===== src/rtl/traffic_lamp_monitor.sv =====
`default_nettype none
// ============================================================================
// Module   : traffic_lamp_monitor
// Brief    : Online safety checker for red/yellow/green traffic lamp outputs.
//            Decodes the lamps into phases, measures run lengths, and flags
//            conflicts, illegal sequences, bad durations and overlong darkness.
// Revision : 1.0  initial release
// ============================================================================
module traffic_lamp_monitor #(
    parameter int PERIOD       = 10,
    parameter int BLINK_PERIOD = 5,
    parameter int TOL          = 1,
    parameter int CNT_W        = 8
) (
    input  logic             clk,
    input  logic             reset_n,
    input  logic             day,
    input  logic             red,
    input  logic             yellow,
    input  logic             green,
    input  logic             clr_fault,
    output logic [1:0]       phase,
    output logic             phase_done,
    output logic [CNT_W-1:0] phase_len,
    output logic             seq_err,
    output logic             timing_err,
    output logic             conflict_err,
    output logic             fault
);

    localparam logic [1:0] C_PH_RED  = 2'b00;
    localparam logic [1:0] C_PH_YEL  = 2'b01;
    localparam logic [1:0] C_PH_GRN  = 2'b10;
    localparam logic [1:0] C_PH_DARK = 2'b11;

    localparam logic [CNT_W-1:0] C_DAY_LO   = CNT_W'(PERIOD - TOL);
    localparam logic [CNT_W-1:0] C_DAY_HI   = CNT_W'(PERIOD + TOL);
    localparam logic [CNT_W-1:0] C_NIGHT_LO = CNT_W'(BLINK_PERIOD - TOL);
    localparam logic [CNT_W-1:0] C_NIGHT_HI = CNT_W'(BLINK_PERIOD + TOL);
    localparam logic [CNT_W-1:0] C_CNT_ONE  = CNT_W'(1);

    typedef enum logic [1:0] {
        ST_SYNC      = 2'd0,
        ST_DAY_TRK   = 2'd1,
        ST_NIGHT_TRK = 2'd2
    } state_t;

    // Stage 1: input capture
    logic [2:0] lamps_q;
    logic       day_q;
    logic       day_prev_q;

    always_ff @(posedge clk or negedge reset_n) begin
        if (!reset_n) begin
            lamps_q    <= 3'b000;
            day_q      <= 1'b0;
            day_prev_q <= 1'b0;
        end else begin
            lamps_q    <= {red, yellow, green};
            day_q      <= day;
            day_prev_q <= day_q;
        end
    end

    // Stage 2: decode, run measurement and checking FSM
    state_t           state_q, state_d;
    logic [1:0]       phase_q, phase_d;
    logic [CNT_W-1:0] cnt_q, cnt_d;
    logic [CNT_W-1:0] len_q, len_d;
    logic             done_q, done_d;
    logic             seq_q, seq_d;
    logic             tim_q, tim_d;
    logic             conf_q, conf_d;
    logic             fault_q, fault_d;
    logic             dark_flag_q, dark_flag_d;
    logic             in_conf_q, in_conf_d;

    logic [1:0]       w_code;
    logic             w_conflict;
    logic             w_toggle;
    logic [CNT_W-1:0] w_cnt_inc;
    logic             w_day_legal;
    logic             w_night_legal;

    function automatic logic out_of_window(input logic [CNT_W-1:0] len,
                                           input logic [CNT_W-1:0] lo,
                                           input logic [CNT_W-1:0] hi);
        return (len == {CNT_W{1'b1}}) || (len < lo) || (len > hi);
    endfunction

    always_comb begin
        w_conflict = 1'b0;
        w_code     = C_PH_DARK;
        case (lamps_q)
            3'b100:  w_code = C_PH_RED;
            3'b010:  w_code = C_PH_YEL;
            3'b001:  w_code = C_PH_GRN;
            3'b000:  w_code = C_PH_DARK;
            default: w_conflict = 1'b1;
        endcase
    end

    assign w_toggle  = day_q ^ day_prev_q;
    assign w_cnt_inc = (cnt_q == {CNT_W{1'b1}}) ? cnt_q : cnt_q + C_CNT_ONE;

    assign w_day_legal = ((phase_q == C_PH_DARK) && (w_code == C_PH_RED)) ||
                         ((phase_q == C_PH_RED)  && (w_code == C_PH_GRN)) ||
                         ((phase_q == C_PH_GRN)  && (w_code == C_PH_YEL)) ||
                         ((phase_q == C_PH_YEL)  && (w_code == C_PH_RED));

    assign w_night_legal = ((phase_q == C_PH_YEL) || (phase_q == C_PH_DARK)) &&
                           ((w_code  == C_PH_YEL) || (w_code  == C_PH_DARK));

    always_comb begin
        state_d     = state_q;
        phase_d     = phase_q;
        cnt_d       = cnt_q;
        len_d       = len_q;
        done_d      = 1'b0;
        seq_d       = 1'b0;
        tim_d       = 1'b0;
        conf_d      = 1'b0;
        dark_flag_d = dark_flag_q;
        in_conf_d   = in_conf_q;

        if (w_conflict) begin
            // Phase and counter freeze while the lamps are in conflict.
            conf_d    = 1'b1;
            in_conf_d = 1'b1;
            state_d   = ST_SYNC;
        end else if (in_conf_q) begin
            // Recovery: a fresh run begins, left untimed by staying in SYNC.
            in_conf_d   = 1'b0;
            state_d     = ST_SYNC;
            dark_flag_d = 1'b0;
            cnt_d       = C_CNT_ONE;
            phase_d     = w_code;
            if (w_code != phase_q) begin
                done_d = 1'b1;
                len_d  = cnt_q;
            end
        end else if (w_code != phase_q) begin
            done_d      = 1'b1;
            len_d       = cnt_q;
            phase_d     = w_code;
            cnt_d       = C_CNT_ONE;
            dark_flag_d = 1'b0;
            if (w_toggle) begin
                state_d = ST_SYNC;
            end else begin
                case (state_q)
                    ST_SYNC: begin
                        state_d = day_q ? ST_DAY_TRK : ST_NIGHT_TRK;
                    end
                    ST_DAY_TRK: begin
                        seq_d = ~w_day_legal;
                        if (phase_q != C_PH_DARK) begin
                            tim_d = out_of_window(cnt_q, C_DAY_LO, C_DAY_HI);
                        end
                        if (seq_d || tim_d) begin
                            state_d = ST_SYNC;
                        end
                    end
                    ST_NIGHT_TRK: begin
                        seq_d = ~w_night_legal;
                        tim_d = out_of_window(cnt_q, C_NIGHT_LO, C_NIGHT_HI);
                        if (seq_d || tim_d) begin
                            state_d = ST_SYNC;
                        end
                    end
                    default: begin
                        state_d = ST_SYNC;
                    end
                endcase
            end
        end else begin
            cnt_d = w_cnt_inc;
            if (w_toggle) begin
                state_d = ST_SYNC;
            end else if ((state_q == ST_DAY_TRK) && (phase_q == C_PH_DARK) &&
                         !dark_flag_q && (w_cnt_inc > C_DAY_HI)) begin
                tim_d       = 1'b1;
                dark_flag_d = 1'b1;
            end
        end
    end

    // An error in the same cycle as clr_fault wins, keeping the fault set.
    always_comb begin
        fault_d = clr_fault ? 1'b0 : fault_q;
        if (seq_d || tim_d || conf_d) begin
            fault_d = 1'b1;
        end
    end

    always_ff @(posedge clk or negedge reset_n) begin
        if (!reset_n) begin
            state_q     <= ST_SYNC;
            phase_q     <= C_PH_DARK;
            cnt_q       <= '0;
            len_q       <= '0;
            done_q      <= 1'b0;
            seq_q       <= 1'b0;
            tim_q       <= 1'b0;
            conf_q      <= 1'b0;
            fault_q     <= 1'b0;
            dark_flag_q <= 1'b0;
            in_conf_q   <= 1'b0;
        end else begin
            state_q     <= state_d;
            phase_q     <= phase_d;
            cnt_q       <= cnt_d;
            len_q       <= len_d;
            done_q      <= done_d;
            seq_q       <= seq_d;
            tim_q       <= tim_d;
            conf_q      <= conf_d;
            fault_q     <= fault_d;
            dark_flag_q <= dark_flag_d;
            in_conf_q   <= in_conf_d;
        end
    end

    assign phase        = phase_q;
    assign phase_done   = done_q;
    assign phase_len    = len_q;
    assign seq_err      = seq_q;
    assign timing_err   = tim_q;
    assign conflict_err = conf_q;
    assign fault        = fault_q;

endmodule
`default_nettype wire


===== config.mk =====
export PLATFORM = sky130hd
export DESIGN_NAME = traffic_lamp_monitor
export DESIGN_NICKNAME = d
export VERILOG_FILES = /design/src/rtl/traffic_lamp_monitor.sv
export SDC_FILE = /design/constraint.sdc
export NUM_CORES = 1
export LEC_CHECK = 0
export BUFFER_PORTS_ARGS = -buffer_cell sky130_fd_sc_hd__buf_2
export CORE_MARGIN = 2
export CORE_UTILIZATION = 50
export CTS_BUF_LIST = sky130_fd_sc_hd__clkbuf_4
export DETAILED_ROUTE_END_ITERATION = 10
export PLACE_DENSITY = 0.7
export SYNTH_ARGS = -nofsm -noshare
export SYNTH_HDL_FRONTEND = slang
export SYNTH_SLANG_ARGS = --single-unit

===== constraint.sdc =====
create_clock -name clk -period 3 [get_ports clk]
set_input_delay 0.6 -clock clk [delete_from_list [all_inputs] [get_ports clk]]
set_output_delay 0.6 -clock clk [all_outputs]
set_load 0.01 [all_outputs]

### Word level (Yosys, flattened, before mapping)

Cells that the tools add are included.

| cells by class | value |
|---|---|
| mux-type cells | 42 |
| $lt $le $gt $ge | 5 |
| bitwise gates (word level) | 3 |
| reductions and logical operators | 34 |
| equal/unequal tests | 18 |
| add/sub/neg operators | 1 |

Operators with widths:

| cell | number |
|---|---|
| 2-to-1 mux 1 bit | 25 |
| 2-to-1 mux 8 bit | 3 |
| 2-to-1 mux 2 bit | 10 |
| > comparator 8 x 4 -> 1 bit (second input constant) | 2 |
| logical OR 1 bit | 13 |
| case mux 2 bit (3 select lines) | 2 |
| equality test 2 bit (second input constant) | 5 |
| != test 5 bit (second input constant) | 2 |
| adder 8 x 1 -> 8 bit (second input constant) | 1 |
| equality test 8 bit (second input constant) | 1 |
| > comparator 8 x 3 -> 1 bit (second input constant) | 1 |
| logical AND 1 bit | 8 |
| < comparator 8 x 3 -> 1 bit (second input constant) | 1 |
| < comparator 8 x 4 -> 1 bit (second input constant) | 1 |
| equality test 2 x 1 -> 1 bit (second input constant) | 3 |
| zero test 2 bit | 3 |
| AND reduction 3 bit | 2 |
| != test 4 x 1 -> 1 bit (second input constant) | 1 |
| case mux 1 bit (2 select lines) | 2 |
| AND reduction 2 bit | 2 |
| nonzero test 2 bit | 2 |
| OR reduction 4 bit | 1 |
| equality test 3 x 1 -> 1 bit (second input constant) | 1 |
| equality test 3 x 2 -> 1 bit (second input constant) | 1 |
| other kinds (9) | 10 |

| word-level totals | value |
|---|---|
| bits of input ports | 7 |
| output and inout bits | 15 |
| word-level logic and storage cells | 116 |
| register bits after elaboration | 31 |

### Longest topological paths before layout

Gate-level depths: netlist of the first run.

| logic depth | value |
|---|---|
| depth after elaboration | 17 |
| depth in mapped cells | 8 |
| depth with buffers taken out | 7 |

### Least setup slack after synthesis of the first run

No wires, ideal clock.

| timing | value |
|---|---|
| path type | reg2reg |
| start | register cnt_q[0] |
| end | register fault_q, in the netlist fault |
| required time | 2.861 ns |
| arrival | 1.938 ns |
| path buffers | 1 |
| setup slack | 0.923 ns |
| stages on the path, launching flop included | 9 |
| library setup time | 0.139 ns |
| clock period less this slack | 2.077 ns |
| path through | dfrtp_1 -> ha_1 -> and3_1 -> buf_2 -> nand3_1 -> nand3_1 -> a211oi_2 -> o21ai_2 -> or4_1 |

| on the way | value |
|---|---|
| longest elaborated chain between the ends | 17 |
| elaborated cells between the ends (all ways) | 30 |
| those cells by class | add/sub (1); order compare (5); eq/ne (1); mux (15); reduce/logical (8) |

Ends and longest elaborated chain:

| what | RTL line | source |
|---|---|---|
| start: declaration | 68 | `logic [CNT_W-1:0] cnt_q, cnt_d;` |
| start signal: assignment | 212 | `cnt_q <= cnt_d;` |
| < comparator 8 x 4 -> 1 bit or equality test 8 bit (tied branches) | 88, 104 |  |
| logical OR 1 bit (2 in a row) | 88 | `return (len == {CNT_W{1'b1}}) \|\| (len < lo) \|\| (len > hi);` |
| 2-to-1 mux 1 bit | 157 | `if (phase_q != C_PH_DARK) begin` |
| 2-to-1 mux 1 bit | 151 | `case (state_q)` |
| 2-to-1 mux 1 bit | 148 | `if (w_toggle) begin` |
| 2-to-1 mux 1 bit | 142 | `end else if (w_code != phase_q) begin` |
| 2-to-1 mux 1 bit | 131 | `end else if (in_conf_q) begin` |
| 2-to-1 mux 1 bit | 126 | `if (w_conflict) begin` |
| case mux 1 bit (2 select lines) | 151 |  |
| 2-to-1 mux 1 bit | 148 |  |
| 2-to-1 mux 1 bit (*) | 142 |  |
| 2-to-1 mux 1 bit (*) | 131 |  |
| 2-to-1 mux 1 bit (*) | 126 |  |
| net tim_d | 72 | `logic tim_q, tim_d;` |
| logical OR 1 bit (*) (2 in a row) | 191 | `if (seq_d \|\| tim_d \|\| conf_d) begin` |
| 2-to-1 mux 1 bit or nonzero test 2 bit (tied branches) | -- |  |
| end signal: assignment | 218 | `fault_q <= fault_d;` |
| end: declaration | 74 | `logic fault_q, fault_d;` |

Mark *: on every way through the listed nets, which the timed path passes. The rest lies on a longest branch. The select of a mux whose other input is x is not followed.
A chain may end at the register's enable or synchronous reset.

### Worst setup path after layout of the first run

| timing | value |
|---|---|
| start | register lamps_q[0] |
| end | register fault_q, in the netlist fault |

| on the way | value |
|---|---|
| elaborated cells between the ends (all ways) | 35 |
| those cells by class | eq/ne (7); mux (11); bitwise (2); reduce/logical (15) |

RTL lines:

| what | RTL line | source |
|---|---|---|
| start: declaration | 49 | `logic [2:0] lamps_q;` |
| start signal: assignment | 59 | `lamps_q <= {red, yellow, green};` |
| equality test 3 x 1 -> 1 bit (tied with other cells) | 94 | `case (lamps_q)` |
| case mux 2 bit (3 select lines) | 94 |  |
| != test 2 bit | 142 |  |
| 2-to-1 mux 1 bit | 142 |  |
| 2-to-1 mux 1 bit | 131 |  |
| 2-to-1 mux 1 bit (*) | 126 |  |
| net tim_d | 72 |  |
| logical OR 1 bit (*) (2 in a row) | 191 |  |
| 2-to-1 mux 1 bit or nonzero test 2 bit (tied branches) | -- |  |

Mark *: on every way through the listed nets, which the timed path passes. The rest lies on a longest branch.

==> impl_metrics.env, run 1 <==
export IMPL_firstDrtPassIters=4
export IMPL_h_tree_depth=2
export IMPL_route_met3_wl_um=214
export IMPL_clockRootBuffer="clkbuf_4"
export IMPL_clkSinkCount=31
export IMPL_ant_nets=0
export IMPL_die_w_um=63.09
export IMPL_cts_max_path_buffers=2
export IMPL_rows=21
export IMPL_power_leakage_nw=0.8547
export IMPL_drc=0
export IMPL_yosysWarnings=0
export IMPL_post_cts_buffers=0
export IMPL_syn_area_sq_um=1745
export IMPL_finalSetupViolations=0
export IMPL_pin_count=22
export IMPL_critPathSlowestCell="dfrtp_1"
export IMPL_start_util=0.5231
export IMPL_syn_area_per_cell_sq_um=9.538
export IMPL_crit_chain="maj3_2 -> nand3_1 -> o211a_1 -> or4b_1 -> o21ai_2 -> or4_1"
export IMPL_drv_cap=0
export IMPL_total_power_mw=0.8872
export IMPL_grt_overflow_total=0
export IMPL_synth_cell_types=46
export IMPL_synth_top_flop_cell="dfrtp_1"
export IMPL_crit_path_max_fanout=16
export IMPL_status="completed"
export IMPL_worstPathArrival_ps=2640
export IMPL_fin_cells=245
export IMPL_met1_length_um=1514
export IMPL_holdWs_ps=291.4
export IMPL_postPlaceCellArea_sq_um=1831
export IMPL_crit_type="reg2reg"
export IMPL_peakVddDrop_uv=269.2
export IMPL_synth_seq_area_share=0.4459
export IMPL_max_slew_margin=0.5577
export IMPL_n_fill_cell=314
export IMPL_cts_hold_buf=0
export IMPL_setup_tns_ps=0
export IMPL_grt_pass1_vias=1347
export IMPL_utilization=0.5643
export IMPL_gp_congestion=0.8913
export IMPL_muxShareOfSynthArea=0.04516
export IMPL_cts_repair_resized=0
export IMPL_hp_class="in2async"
export IMPL_cts_clk_slew_worst_paths_ps=100
export IMPL_die_area_sq_um=3980
export IMPL_synth_compound_area_frac=0.1749
export IMPL_fin_crit_sh=0.7900
export IMPL_wl_per_cell_um=14.89
export IMPL_synth_edff_count=0
export IMPL_drv_slew=0
export IMPL_n_antenna_cell=0
export IMPL_dpl_hpwl_um=2532
export IMPL_critPathLaunchType="flop"
export IMPL_synthAdderAreaFrac=0.04229
export IMPL_synth_top_family_by_area="simple AND/OR/NAND/NOR gates"
export IMPL_drive_gt1_frac=0.2261
export IMPL_finalHoldViolations=0
export IMPL_async_reset_ff_frac=1.000
export IMPL_synth_cells=183
export IMPL_core_area_sq_um=3337
export IMPL_vias=1468
export IMPL_synth_simple_gate_area_frac=0.1943
export IMPL_fin_skew_ps=12.02
export IMPL_critical_path_max_stage_delay_ps=660
export IMPL_grt_pass1_wl_um=6285
export IMPL_cp_end_kind="flop"
export IMPL_critPathBufInv=0
export IMPL_cp_data_required_time_ps=3270
export IMPL_fp_dieH_um=63.09
export IMPL_drt_iter0_drc=100
export IMPL_via_per_inst=5.992
export IMPL_highest_layer="met4"
export IMPL_wl_met2_um=1805
export IMPL_dp_slack_ps=672.3
export IMPL_numCtsBuffers=5
export IMPL_wl_um=3647
export IMPL_cts_tree="done"
export IMPL_grt_start_max_net_pins=32
export IMPL_synthXorXnorAreaFrac=0.02509
export IMPL_grt_usage=0.2035
export IMPL_syn2layout_area_growth_pct=7.886
export IMPL_antenna_found_initial=0
export IMPL_setup_ws_ps=630.1
export IMPL_nets=210
export IMPL_worstMarginPinSlew_ps=663.5
export IMPL_fmax_mhz=422.0
export IMPL_io_buffers=21
export IMPL_clk_latency_ps=330
export IMPL_period_minus_slack_ps=2370
export IMPL_stdcell_area_sq_um=1883
export IMPL_synth_nets=195
export IMPL_ys_ff_latch=31
export IMPL_power_density_nw_per_um2=471.1
export IMPL_cp_top_family="simple AND/OR/NAND/NOR gates"
export IMPL_dp_cells=237
export IMPL_rsz0062_at_grt="false"
cell type report:
class / instances / area [sq um] / share of cell area
multi-input combinational: 127 / 840.8 / 0.4465
sequential: 31 / 778.2 / 0.4133
timing repair buffer: 22 / 112.6 / 0.05980
tap: 46 / 57.56 / 0.03056
clock buffer: 6 / 45.04 / 0.02392
inverter: 11 / 41.29 / 0.02193
clock inverter: 2 / 7.507 / 0.003987
flip-flops by register name, summed over array words and instances (netlist names):
signal / flops
phase_done: 1
phase_len: 8
fault: 1
seq_err: 1
dark_flag_q: 1
in_conf_q: 1
day_q: 1
cnt_q: 8
phase: 2
lamps_q: 3
day_prev_q: 1
timing_err: 1
state_q: 2
synth_stat cells (2+ instances only):
cell      number  area, sq um
a21oi_1       16        80.08
a31oi_1        5        31.28
a41oi_1        2        17.52
and3_1         3        18.77
buf_2          8        40.04
buf_6          3        33.78
clkbuf_1       3        11.26
dfrtp_1       29        725.7
dfstp_2        2        52.55
ha_1           5        62.56
inv_1         11        41.29
mux2_2         7        78.83
nand2_1       12        45.04
nand3_1        9        45.04
nand3b_1       2        15.01
nand4_1        3        18.77
nand4b_1       2        17.52
nor2_1        13        48.80
nor2b_1        2        12.51
nor3_1         4        20.02
nor4_1         2        12.51
o211a_1        2        20.02
o211ai_1       2        15.01
o21ai_0        8        40.04
o22ai_1        3        18.77
or2_2          2        12.51
xnor2_1        3        26.28
xor2_1         2        17.52
cells in the final DEF (no fill, tap or decap), drive strengths merged, types with 2 or more instances in the layout:
cell / netlist / final
dfrtp: 29 / 29
buf: 11 / 22
a21oi: 16 / 16
nor2: 13 / 13
nand2: 12 / 12
inv: 11 / 11
nand3: 9 / 9
o21ai: 9 / 9
mux2: 7 / 7
clkbuf: 3 / 6
a31oi: 5 / 5
ha: 5 / 5
nor3: 4 / 4
xnor2: 3 / 3
and3: 3 / 3
nand4: 3 / 3
o22ai: 3 / 3
nor4: 3 / 3
nand3b: 2 / 2
or2: 2 / 2
xor2: 2 / 2
o211a: 2 / 2
nand4b: 2 / 2
o211ai: 2 / 2
nor2b: 2 / 2
a41oi: 2 / 2
clkinv: 0 / 2
dfstp: 2 / 2
a211oi: 2 / 2
nor4b: 2 / 2
worst register-to-register path, delay by kind of cell (launching register included):
family / cells / cell delay (ps)
simple gates: 3 / 790
flops: 1 / 660
fa+ha+maj: 1 / 520
compound gates: 2 / 340
routing by layer:
metal  track usage  up-vias
li1              -      688
met2        0.3324       65
met3       0.04821       12
met1        0.2518      703
met4        0.1028        0
met5             0        -
logic make-up after synthesis:
family                   after synthesis
AO/OA/AOI/OAI                         47
XOR/XNOR                               5
adder cells (fa/ha/maj)                6
buffers and inverters                 25
flip-flops                            31
multiplexers                           7
AND/OR/NAND/NOR                       62
where the power goes:
part	leakage [nW]	internal, mW	switching [mW]	total [mW]
Sequential	0.400	0.449	0.0379	0.487
Combinational	0.424	0.0673	0.100	0.167
Clock	0.0307	0.0957	0.137	0.233
Total	0.855	0.612	0.275	0.887
path summary, 6_finish.rpt:
path                            start         end  slack, ps  depth (start not counted)
max                        lamps_q[0]       fault        630                          6
min                           reset_n     seq_err        290                          1
max reg2reg                lamps_q[0]       fault        630                          6
min reg2reg                     day_q  day_prev_q        460                          0
max in group asynchronous     reset_n    cnt_q[6]       2270                          1
min in group clk                  day       day_q        370                          1
Note: power is estimated with default switching activity, not from simulation.
==> inputs of run 2 (changes only) <==
==> constraint.sdc (replaced) <==
create_clock -name clk -period 2.25 [get_ports clk]
set_input_delay 0.45 -clock clk [delete_from_list [all_inputs] [get_ports clk]]
set_output_delay 0.45 -clock clk [all_outputs]
set_load 0.01 [all_outputs]
==> run 2 against run 1 <==
Count of clock-buffer cells in the layout decreased by 1. Global-route usage decreased by 0.59 points. First-iteration DRC count increased by 5.0%. Worst setup slack got worse by 520 ps. Critical path type unchanged. Die area unchanged. Combinational power increased by 46%.
==> impl_metrics.env, run 2 (synthesized netlist as in run 1, its figures left out) <==
export IMPL_status="completed"
export IMPL_clk_latency_ps=340
export IMPL_fmax_mhz=467.3
export IMPL_pin_count=22
export IMPL_numCtsBuffers=5
export IMPL_cts_max_path_buffers=2
export IMPL_postPlaceCellArea_sq_um=1891
export IMPL_drv_slew=0
export IMPL_syn2layout_area_growth_pct=13.12
export IMPL_critPathLaunchType="flop"
export IMPL_period_minus_slack_ps=2140
export IMPL_cts_clk_slew_worst_paths_ps=100
export IMPL_core_area_sq_um=3337
export IMPL_rows=21
export IMPL_power_leakage_nw=0.9115
export IMPL_gp_congestion=0.8844
export IMPL_clkSinkCount=31
export IMPL_nets=219
export IMPL_drv_cap=0
export IMPL_drc=0
export IMPL_grt_start_max_net_pins=32
export IMPL_hp_class="in2async"
export IMPL_grt_pass1_wl_um=6058
export IMPL_peakVddDrop_uv=598.1
export IMPL_finalSetupViolations=0
export IMPL_utilization=0.5917
export IMPL_finalHoldViolations=0
export IMPL_power_density_nw_per_um2=660.6
export IMPL_antenna_found_initial=0
export IMPL_final_common_cell="dfrtp_1"
export IMPL_worstMarginPinSlew_ps=676.1
export IMPL_io_buffers=21
export IMPL_crit_reg2reg_launch="cnt_q[0]"
export IMPL_firstDrtPassIters=4
export IMPL_drive_gt1_frac=0.2644
export IMPL_start_util=0.5231
export IMPL_die_area_sq_um=3980
export IMPL_setup_tns_ps=0
export IMPL_final_cell_mix="dfrtp_1 (29), buf_2 (21), a21oi_1 (16), nor2_1 (13), nand2_1 (12)"
export IMPL_cts_tree="done"
export IMPL_fin_cells=254
export IMPL_grt_pass1_vias=1346
export IMPL_stdcell_area_sq_um=1974
export IMPL_wl_per_cell_um=13.90
export IMPL_grt_usage=0.1977
export IMPL_cts_repair_resized=0
export IMPL_n_antenna_cell=0
export IMPL_dp_cells=245
export IMPL_ant_nets=0
export IMPL_cp_end_kind="flop"
export IMPL_worstPathArrival_ps=2370
export IMPL_holdWs_ps=128.9
export IMPL_worstSetupStartpoint="cnt_q[0]"
export IMPL_max_slew_margin=0.5493
export IMPL_vias=1454
export IMPL_grt_overflow_total=0
export IMPL_wl_um=3531
export IMPL_crit_type="reg2reg"
export IMPL_drt_iter0_drc=105
export IMPL_h_tree_depth=2
export IMPL_fin_crit_sh=0.9512
export IMPL_fin_skew_ps=19.00
export IMPL_die_w_um=63.09
export IMPL_cp_data_required_time_ps=2480
export IMPL_clockRootBuffer="clkbuf_4"
export IMPL_crit_path_max_fanout=5
export IMPL_dpl_hpwl_um=2611
export IMPL_fp_dieH_um=63.09
export IMPL_via_per_inst=5.724
export IMPL_rsz0062_at_grt="false"
## run 2: critical path, cell delays in order (launching register included)
cell	delay [ps]
dfrtp_1	410
ha_1	260
and3_1	240
nand3_1	120
nand3_1	120
a211oi_2	310
o21ai_2	100
or4_1	460
## run 2: through the flow
stage | worst slack [ps] | total power, mW
global route | 9.685 | 1.380
detailed placement | 113.8 | 0.8883
floorplan | 173.0 | 0.8110
finish | 109.9 | 1.304
global placement | 183.5 | 0.8785
CTS | 108.2 | 1.308
## run 2: worst paths after layout
check	slack, ps	cells past startpoint	end
hold reg to reg	470	0	day_prev_q
hold / removal	130	1	fault
min in group clk	200	1	day_q
max in group asynchronous	1660	1	cnt_q[4]
setup / recovery	110	7	fault
setup reg to reg	110	7	fault
## run 2: metal layers
layer / vias to the layer above / track usage / share of wire
li1: 702 / - / -
met1: 690 / 0.2350 / 0.42
met2: 50 / 0.3311 / 0.50
met3: 12 / 0.05000 / 0.053
met4: 0 / 0.1000 / 0.031
met5: - / 0 / 0
## run 2: repair_timing
action	CTS	global route
buffers inserted	0	1
hold buffers	0	0
setup endpoints to repair	0	1
## run 2: final cells by class
cell class | count | area, sq um
clock buffers | 5 | 37.54
clock inverters | 3 | 38.79
inverters | 11 | 41.29
well taps | 46 | 57.56
multi-input cells | 127 | 840.8
repair buffers | 31 | 180.2
fillers | 310 | 1363
flip-flops and latches | 31 | 778.2
## run 2: power breakdown
group	switching, mW	total [mW]	leakage (nW)	internal, mW
registers	0.0406	0.640	0.400	0.599
logic	0.141	0.244	0.469	0.103
clock network	0.192	0.421	0.0426	0.228
